==> config.mk <==
export PLATFORM = sky130hd
export DESIGN_NAME = adder_sum_collector_flat
export DESIGN_NICKNAME = d
export VERILOG_FILES = /design/src/rtl/adder_pkg.sv /design/src/rtl/adder_sum_collector_if.sv /design/src/rtl/adder_sum_collector_sum_fifo.sv /design/src/rtl/adder_sum_collector.sv /design/src/flat_wrapper.sv
export SDC_FILE = /design/constraint.sdc
export NUM_CORES = 1
export LEC_CHECK = 0
export CORE_UTILIZATION = 35
export CTS_BUF_LIST = sky130_fd_sc_hd__clkbuf_8
export CTS_CLUSTER_SIZE = 40
export DETAILED_ROUTE_END_ITERATION = 10
export PLACE_DENSITY = 0.56
export REMOVE_ABC_BUFFERS = 1
export SYNTH_ARGS = -nofsm -noshare
export SYNTH_HDL_FRONTEND = slang
export SYNTH_SLANG_ARGS = --single-unit
==> constraint.sdc <==
create_clock -name my_clk -period 2.9 [get_ports my_clk]
set_input_delay 0.58 -clock my_clk [delete_from_list [all_inputs] [get_ports my_clk]]
set_output_delay 0.58 -clock my_clk [all_outputs]
set_load 0.01 [all_outputs]
==> src/rtl/adder_pkg.sv <==
// Shared types for the 4-bit ripple adder result path.
package adder_pkg;

  localparam int SUM_W    = 5;
  localparam int COUT_BIT = 4;

  // Adder result bus: bit 4 = COUT, bits 3..0 = S3..S0.
  typedef logic [SUM_W-1:0] sum_t;

  // Carry-out bit of an adder result.
  function automatic logic sum_cout(input sum_t s);
    return s[COUT_BIT];
  endfunction

endpackage

==> src/rtl/adder_sum_collector_if.sv <==
// Producer/consumer bus of the sum collector: sample input, FIFO output, status.
interface adder_sum_collector_if
  import adder_pkg::*;
#(
  parameter int DEPTH = 4,
  parameter int ACC_W = 12,
  parameter int CNT_W = 8
) ();

  localparam int LVL_W = $clog2(DEPTH) + 1;

  sum_t             sum_in;
  logic             sum_valid;
  logic             clear;
  sum_t             out_data;
  logic             out_valid;
  logic             out_ready;
  logic [ACC_W-1:0] acc_out;
  logic             acc_wrap;
  logic [CNT_W-1:0] drop_cnt;
  logic [LVL_W-1:0] level;

  // Environment side: drives samples, clear and consumer ready.
  modport master (
    output sum_in, sum_valid, clear, out_ready,
    input  out_data, out_valid, acc_out, acc_wrap, drop_cnt, level
  );

  // Collector side.
  modport slave (
    input  sum_in, sum_valid, clear, out_ready,
    output out_data, out_valid, acc_out, acc_wrap, drop_cnt, level
  );

endinterface

==> src/rtl/adder_sum_collector_sum_fifo.sv <==
// First-word-fall-through FIFO of adder results with wrap-bit pointers.
module sum_fifo
  import adder_pkg::*;
#(
  parameter int DEPTH = 4
) (
  input  logic                     clk,
  input  logic                     rst,
  input  logic                     flush,
  input  logic                     push,
  input  logic                     pop,
  input  sum_t                     wdata,
  output sum_t                     rdata,
  output logic                     full,
  output logic                     empty,
  output logic [$clog2(DEPTH):0]   level
);

  localparam int PW = $clog2(DEPTH);
  typedef logic [PW:0] ptr_t;

  sum_t mem_q [DEPTH];
  sum_t mem_d [DEPTH];
  ptr_t wr_ptr_q, wr_ptr_d;
  ptr_t rd_ptr_q, rd_ptr_d;

  // Next-state for storage and pointers; flush only rewinds the pointers.
  always_comb begin
    mem_d    = mem_q;
    wr_ptr_d = wr_ptr_q;
    rd_ptr_d = rd_ptr_q;
    if (flush) begin
      wr_ptr_d = '0;
      rd_ptr_d = '0;
    end else begin
      if (push) begin
        mem_d[wr_ptr_q[PW-1:0]] = wdata;
        wr_ptr_d                = wr_ptr_q + ptr_t'(1);
      end else begin
        wr_ptr_d = wr_ptr_q;
      end
      if (pop) begin
        rd_ptr_d = rd_ptr_q + ptr_t'(1);
      end else begin
        rd_ptr_d = rd_ptr_q;
      end
    end
  end

  // State registers; storage is zeroed on reset so the head reads 0.
  always_ff @(posedge clk or posedge rst) begin
    if (rst) begin
      wr_ptr_q <= '0;
      rd_ptr_q <= '0;
      for (int i = 0; i < DEPTH; i++) begin
        mem_q[i] <= '0;
      end
    end else begin
      wr_ptr_q <= wr_ptr_d;
      rd_ptr_q <= rd_ptr_d;
      mem_q    <= mem_d;
    end
  end

  // Full: same index, opposite wrap bit. Empty: identical pointers.
  assign full  = (wr_ptr_q[PW-1:0] == rd_ptr_q[PW-1:0]) && (wr_ptr_q[PW] != rd_ptr_q[PW]);
  assign empty = (wr_ptr_q == rd_ptr_q);
  assign level = wr_ptr_q - rd_ptr_q;
  assign rdata = mem_q[rd_ptr_q[PW-1:0]];

endmodule

==> src/rtl/adder_sum_collector.sv <==
// Collects adder results: FIFO buffering, wrap-around accumulator, drop counter.
module adder_sum_collector
  import adder_pkg::*;
#(
  parameter int DEPTH = 4,
  parameter int ACC_W = 12,
  parameter int CNT_W = 8
) (
  input  logic                  my_clk,
  input  logic                  my_rst,
  adder_sum_collector_if.slave  bus
);

  localparam int LVL_W = $clog2(DEPTH) + 1;

  logic             fifo_full;
  logic             fifo_empty;
  logic [LVL_W-1:0] fifo_level;
  sum_t             fifo_head;
  logic             pop;
  logic             push;
  logic             drop;

  logic [ACC_W-1:0] acc_q, acc_d;
  logic [ACC_W:0]   acc_sum;
  logic             acc_wrap_q, acc_wrap_d;
  logic [CNT_W-1:0] drop_cnt_q, drop_cnt_d;

  // Push/pop/drop decision; clear overrides everything. A full FIFO still
  // accepts a sample when the head leaves in the same cycle.
  always_comb begin
    pop  = 1'b0;
    push = 1'b0;
    drop = 1'b0;
    if (bus.clear) begin
      pop  = 1'b0;
      push = 1'b0;
      drop = 1'b0;
    end else begin
      pop  = !fifo_empty && bus.out_ready;
      push = bus.sum_valid && (!fifo_full || pop);
      drop = bus.sum_valid && fifo_full && !pop;
    end
  end

  // Accumulator, sticky wrap flag and saturating drop counter next-state.
  always_comb begin
    acc_sum    = {1'b0, acc_q} + {{(ACC_W + 1 - SUM_W){1'b0}}, bus.sum_in};
    acc_d      = acc_q;
    acc_wrap_d = acc_wrap_q;
    drop_cnt_d = drop_cnt_q;
    if (bus.clear) begin
      acc_d      = '0;
      acc_wrap_d = 1'b0;
      drop_cnt_d = '0;
    end else begin
      if (push) begin
        acc_d      = acc_sum[ACC_W-1:0];
        acc_wrap_d = acc_wrap_q | acc_sum[ACC_W];
      end else begin
        acc_d      = acc_q;
        acc_wrap_d = acc_wrap_q;
      end
      if (drop && (drop_cnt_q != {CNT_W{1'b1}})) begin
        drop_cnt_d = drop_cnt_q + CNT_W'(1);
      end else begin
        drop_cnt_d = drop_cnt_q;
      end
    end
  end

  // Status registers.
  always_ff @(posedge my_clk or posedge my_rst) begin
    if (my_rst) begin
      acc_q      <= '0;
      acc_wrap_q <= 1'b0;
      drop_cnt_q <= '0;
    end else begin
      acc_q      <= acc_d;
      acc_wrap_q <= acc_wrap_d;
      drop_cnt_q <= drop_cnt_d;
    end
  end

  sum_fifo #(
    .DEPTH (DEPTH)
  ) u_fifo (
    .clk   (my_clk),
    .rst   (my_rst),
    .flush (bus.clear),
    .push  (push),
    .pop   (pop),
    .wdata (bus.sum_in),
    .rdata (fifo_head),
    .full  (fifo_full),
    .empty (fifo_empty),
    .level (fifo_level)
  );

  assign bus.out_data  = fifo_head;
  assign bus.out_valid = !fifo_empty;
  assign bus.level     = fifo_level;
  assign bus.acc_out   = acc_q;
  assign bus.acc_wrap  = acc_wrap_q;
  assign bus.drop_cnt  = drop_cnt_q;

endmodule
==> src/flat_wrapper.sv <==
// flat-port wrapper written by rule: the top's interface ports become plain ports
module adder_sum_collector_flat import adder_pkg::*;
#(
  parameter int DEPTH = 4,
  parameter int ACC_W = 12,
  parameter int CNT_W = 8
)
  (my_clk, my_rst, bus_sum_in, bus_sum_valid, bus_clear, bus_out_ready, bus_out_data, bus_out_valid, bus_acc_out, bus_acc_wrap, bus_drop_cnt, bus_level);
  adder_sum_collector_if #(.DEPTH(DEPTH), .ACC_W(ACC_W), .CNT_W(CNT_W)) bus_i ();
  input  logic my_clk;
  input  logic my_rst;
  input wire logic [$bits(bus_i.sum_in)-1:0] bus_sum_in;
  input wire logic [$bits(bus_i.sum_valid)-1:0] bus_sum_valid;
  input wire logic [$bits(bus_i.clear)-1:0] bus_clear;
  input wire logic [$bits(bus_i.out_ready)-1:0] bus_out_ready;
  output wire logic [$bits(bus_i.out_data)-1:0] bus_out_data;
  output wire logic [$bits(bus_i.out_valid)-1:0] bus_out_valid;
  output wire logic [$bits(bus_i.acc_out)-1:0] bus_acc_out;
  output wire logic [$bits(bus_i.acc_wrap)-1:0] bus_acc_wrap;
  output wire logic [$bits(bus_i.drop_cnt)-1:0] bus_drop_cnt;
  output wire logic [$bits(bus_i.level)-1:0] bus_level;
  assign bus_i.sum_in = bus_sum_in;
  assign bus_i.sum_valid = bus_sum_valid;
  assign bus_i.clear = bus_clear;
  assign bus_i.out_ready = bus_out_ready;
  assign bus_out_data = bus_i.out_data;
  assign bus_out_valid = bus_i.out_valid;
  assign bus_acc_out = bus_i.acc_out;
  assign bus_acc_wrap = bus_i.acc_wrap;
  assign bus_drop_cnt = bus_i.drop_cnt;
  assign bus_level = bus_i.level;
  adder_sum_collector #(.DEPTH(DEPTH), .ACC_W(ACC_W), .CNT_W(CNT_W)) u_core (.my_clk(my_clk), .my_rst(my_rst), .bus(bus_i));
endmodule
==> flow_summary.toml, run 1 <==
[route]
routed_wl_microns = 5690
detail-route-antenna-nets = 0
drt_first_pass_iters = 4
vias = 1952
wl_per_cell_microns = 15.1
drt_iter0_markers = 63
drc = 0
viasPerCell = 5.16

[synth]
ys_async_sr_fraction_pct = 100
synth-xor-area-share_pct = 2.97
ys_top_cells_by_area = "dfrtp_1, mux2_2, ha_1, mux4_2, a21oi_1"
avgSynthCellArea_sq_um = 11.4
yosys.area.top_type_share_pct = 45.0
ys_seq_area_share_pct = 45.0
synth_top_family_by_area = "multiplexers"
synth_edf_count = 0
synth_top_cell_by_area = "dfrtp_1"
synthAdderAreaFrac_pct = 7.75
synthCells = 230
synthMuxAreaShare_pct = 15.1
ys_ff_latch = 47
synth_compound_area_share_pct = 11.9
syn-cell-area_sq_um = 2620
synthSimpleGateAreaFrac_pct = 14.4
synth-main-ff-cell = "dfrtp_1"
ys_warn_count = 0
post-synth-top-count-cell = "dfrtp_1"
synthTopCellsByCount = "dfrtp_1, mux2_2, a21oi_1"
yosysUniqueCellTypes = 41

[clock_tree]
clockBufferDepth = 2
holdBufCountCts = 0
clkTransAtPathRegs_ns = 0.10
cts_buffers = 5
cts_tree = "built"
htree_levels = 2
insertion_delay_ns = 0.30
cts_sinks = 47
root_buffer = "clkbuf_8"

[sta]
fmax_mhz = 363
hold_viol = 0
fin_crit_sh_pct = 95.1
skew_ns = 0.00754
fin_ws_ns = 0.143
setup_viol = 0
worst_slew_pin_slew_ns = 1.04
drv_slew = 0
fin_tns_setup_ns = 0
slew_headroom_pct = 30.0
rsz0062_at_grt = "no"
fin_crit_ns = 2.76

[place]
hpwl_microns = 4080
dp_slack_ns = 0.0500
gp_congestion = 0.735
dp.cells = 368
io_buffers = 39

[global_routing]
grt_max_degree = 32
grt_pass1_vias = 1893
grt_use_met2_pct = 25.5
busiest_layer = "met2"
overflow = 0
grt_pass1_wl_microns = 9600
track_usage_pct = 16.0
grt_antenna_before_repair = 0
use_met1_pct = 22.8
grtUsageMet3_pct = 3.26

[critical_path]
crit_arrival_ns = 2.18
worstRegToRegCells = 7
startpoint_type = "flip-flop"
timing.rr.start = "u_core.u_fifo.wr_ptr_q[0]"
crit_end = "bus_level[2]"
crit_fanout = 4
r2r-end = "u_core.u_fifo.mem_q[18]"
rrSetupSlack_ns = 0.66
startpoint = "u_core.u_fifo.wr_ptr_q[0]"
worstPathRequired_ns = 2.32
end_kind = "output port"
crit_type = "flip-flop to output port"

[worst_hold_path]
min_path_cells = 1
hold_class = "flip-flop to flip-flop"

[floorplanning]
start_util_pct = 36.1
ios = 40
core_area_sq_um = 7250
row_count = 31
die_h_microns = 88.5
design.die.area_sq_um = 7830
fp.dieW_microns = 88.5

[pwr]
irDropWorstVdd_mv = 0.215
p_leak_nw = 1.43
finalPower_mw = 1.93
power_density_nw_per_um2 = 585

[flow_run]
maxCapViolations = 0

[final_layout]
fill_cells = 703
fin_nets = 303
diodes = 0
synthToLayoutAreaGrowth_pct = 26.3
final_cells = 378
final_layout_size_suffix_gt1_share_pct = 17.6
utilization_pct = 45.5

[outcome]
status = "completed"
repair_timing:
item / in CTS / in global routing
resized for setup: 0 / 0
endpoints found under the hold margin: 0 / 0
buffers inserted: 0 / 2
endpoints found under the setup margin: 0 / 1
area by class of cell:
type	instances	area (sq um)	share of cell area [%]
inverter	9	33.8	1.02
timing repair buffer	49	465	14.1
sequential	47	1180	35.6
clock buffer	5	68.8	2.08
clock inverter	3	71.3	2.16
multi-input combinational	166	1360	41.3
tap	99	124	3.75
cells in the final DEF (no fill, tap or decap), drive strengths merged, types with 3 or more instances in the layout:
cell type      synthesis  layout
mux2                  25      25
nor2                  12      12
xor2                   4       4
dfrtp                 47      47
nand2                 17      17
o31ai                  8       8
a211o                  4       4
nor2b                  5       5
inv                    9      10
o211ai                 3       3
xnor2                  4       4
nand3b                 5       5
or4                    7       7
buf                    3      10
clkbuf                 5       5
clkdlybuf4s50          0      39
o21ai                  5       5
o21a                   3       3
mux4                   5       5
ha                    13      13
a21oi                 18      18
nor4                   3       3
nand3                  9       9
kinds of logic (layout without fill, tap and decap cells):
group,after synthesis,in the layout
DFF,47,47
and+or+nand+nor,66,66
AOI/OAI and AO/OA,47,47
muxes,30,30
adders and majority gates,15,15
xor gates and xnor gates,8,8
buffers and inverters,17,66
report_power, final:
group | total (mW) | switching [mW] | internal, mW
Sequential | 0.802 | 0.0515 | 0.750
Clock | 0.593 | 0.243 | 0.350
Combinational | 0.536 | 0.231 | 0.304
Total | 1.93 | 0.526 | 1.41
stage by stage:
step                cell area (sq um)  hold slack (ns)
global placement                 3150            0.477
detailed placement               3150            0.480
global route                     3300            0.535
finish                           3300            0.494
floorplan                        2570            0.459
CTS                              3290            0.501
state kept, by name (all words and copies together), names as in the netlist:
signal,count
u_core.bus.acc_out,12
u_core.bus.drop_cnt,8
u_core.u_fifo.wr_ptr_q,3
u_core.u_fifo.mem_q,20
u_core.bus.acc_wrap,1
u_core.u_fifo.rd_ptr_q,3
layer usage:
layer / vias up / routed length (microns)
li1: 946 / -
met1: 961 / 2890
met2: 40 / 2560
met3: 5 / 206
met4: 0 / 39
met5: - / 0
worst max-delay path, stage by stage (launching register included):
cell and delay [ns]:
dfrtp_1 0.41, inv_1 0.09, ha_1 0.21, fa_1 0.39
xnor2_1 0.21, clkdlybuf4s50_1 0.57
worst min path at each step:
stage / slack, ns / startpoint / to
2_1_floorplan: 0.46 / u_core.u_fifo.mem_q[5] / u_core.u_fifo.mem_q[5]
3_3_place_gp: 0.48 / u_core.u_fifo.mem_q[9] / u_core.u_fifo.mem_q[9]
3_5_place_dp: 0.48 / u_core.u_fifo.mem_q[5] / u_core.u_fifo.mem_q[5]
4_1_cts: 0.50 / u_core.u_fifo.mem_q[5] / u_core.u_fifo.mem_q[5]
5_1_grt: 0.53 / u_core.u_fifo.mem_q[17] / u_core.u_fifo.mem_q[17]
6_report: 0.49 / u_core.u_fifo.mem_q[5] / u_core.u_fifo.mem_q[5]
(Power assumes the default switching activity.)
==> run 2, diff against run 1 <==
CTS_CLUSTER_SIZE = not set   (was 40)
==> results of run 2 <==
Same layout as run 1: the final DEF is identical, and so are final timing and power.
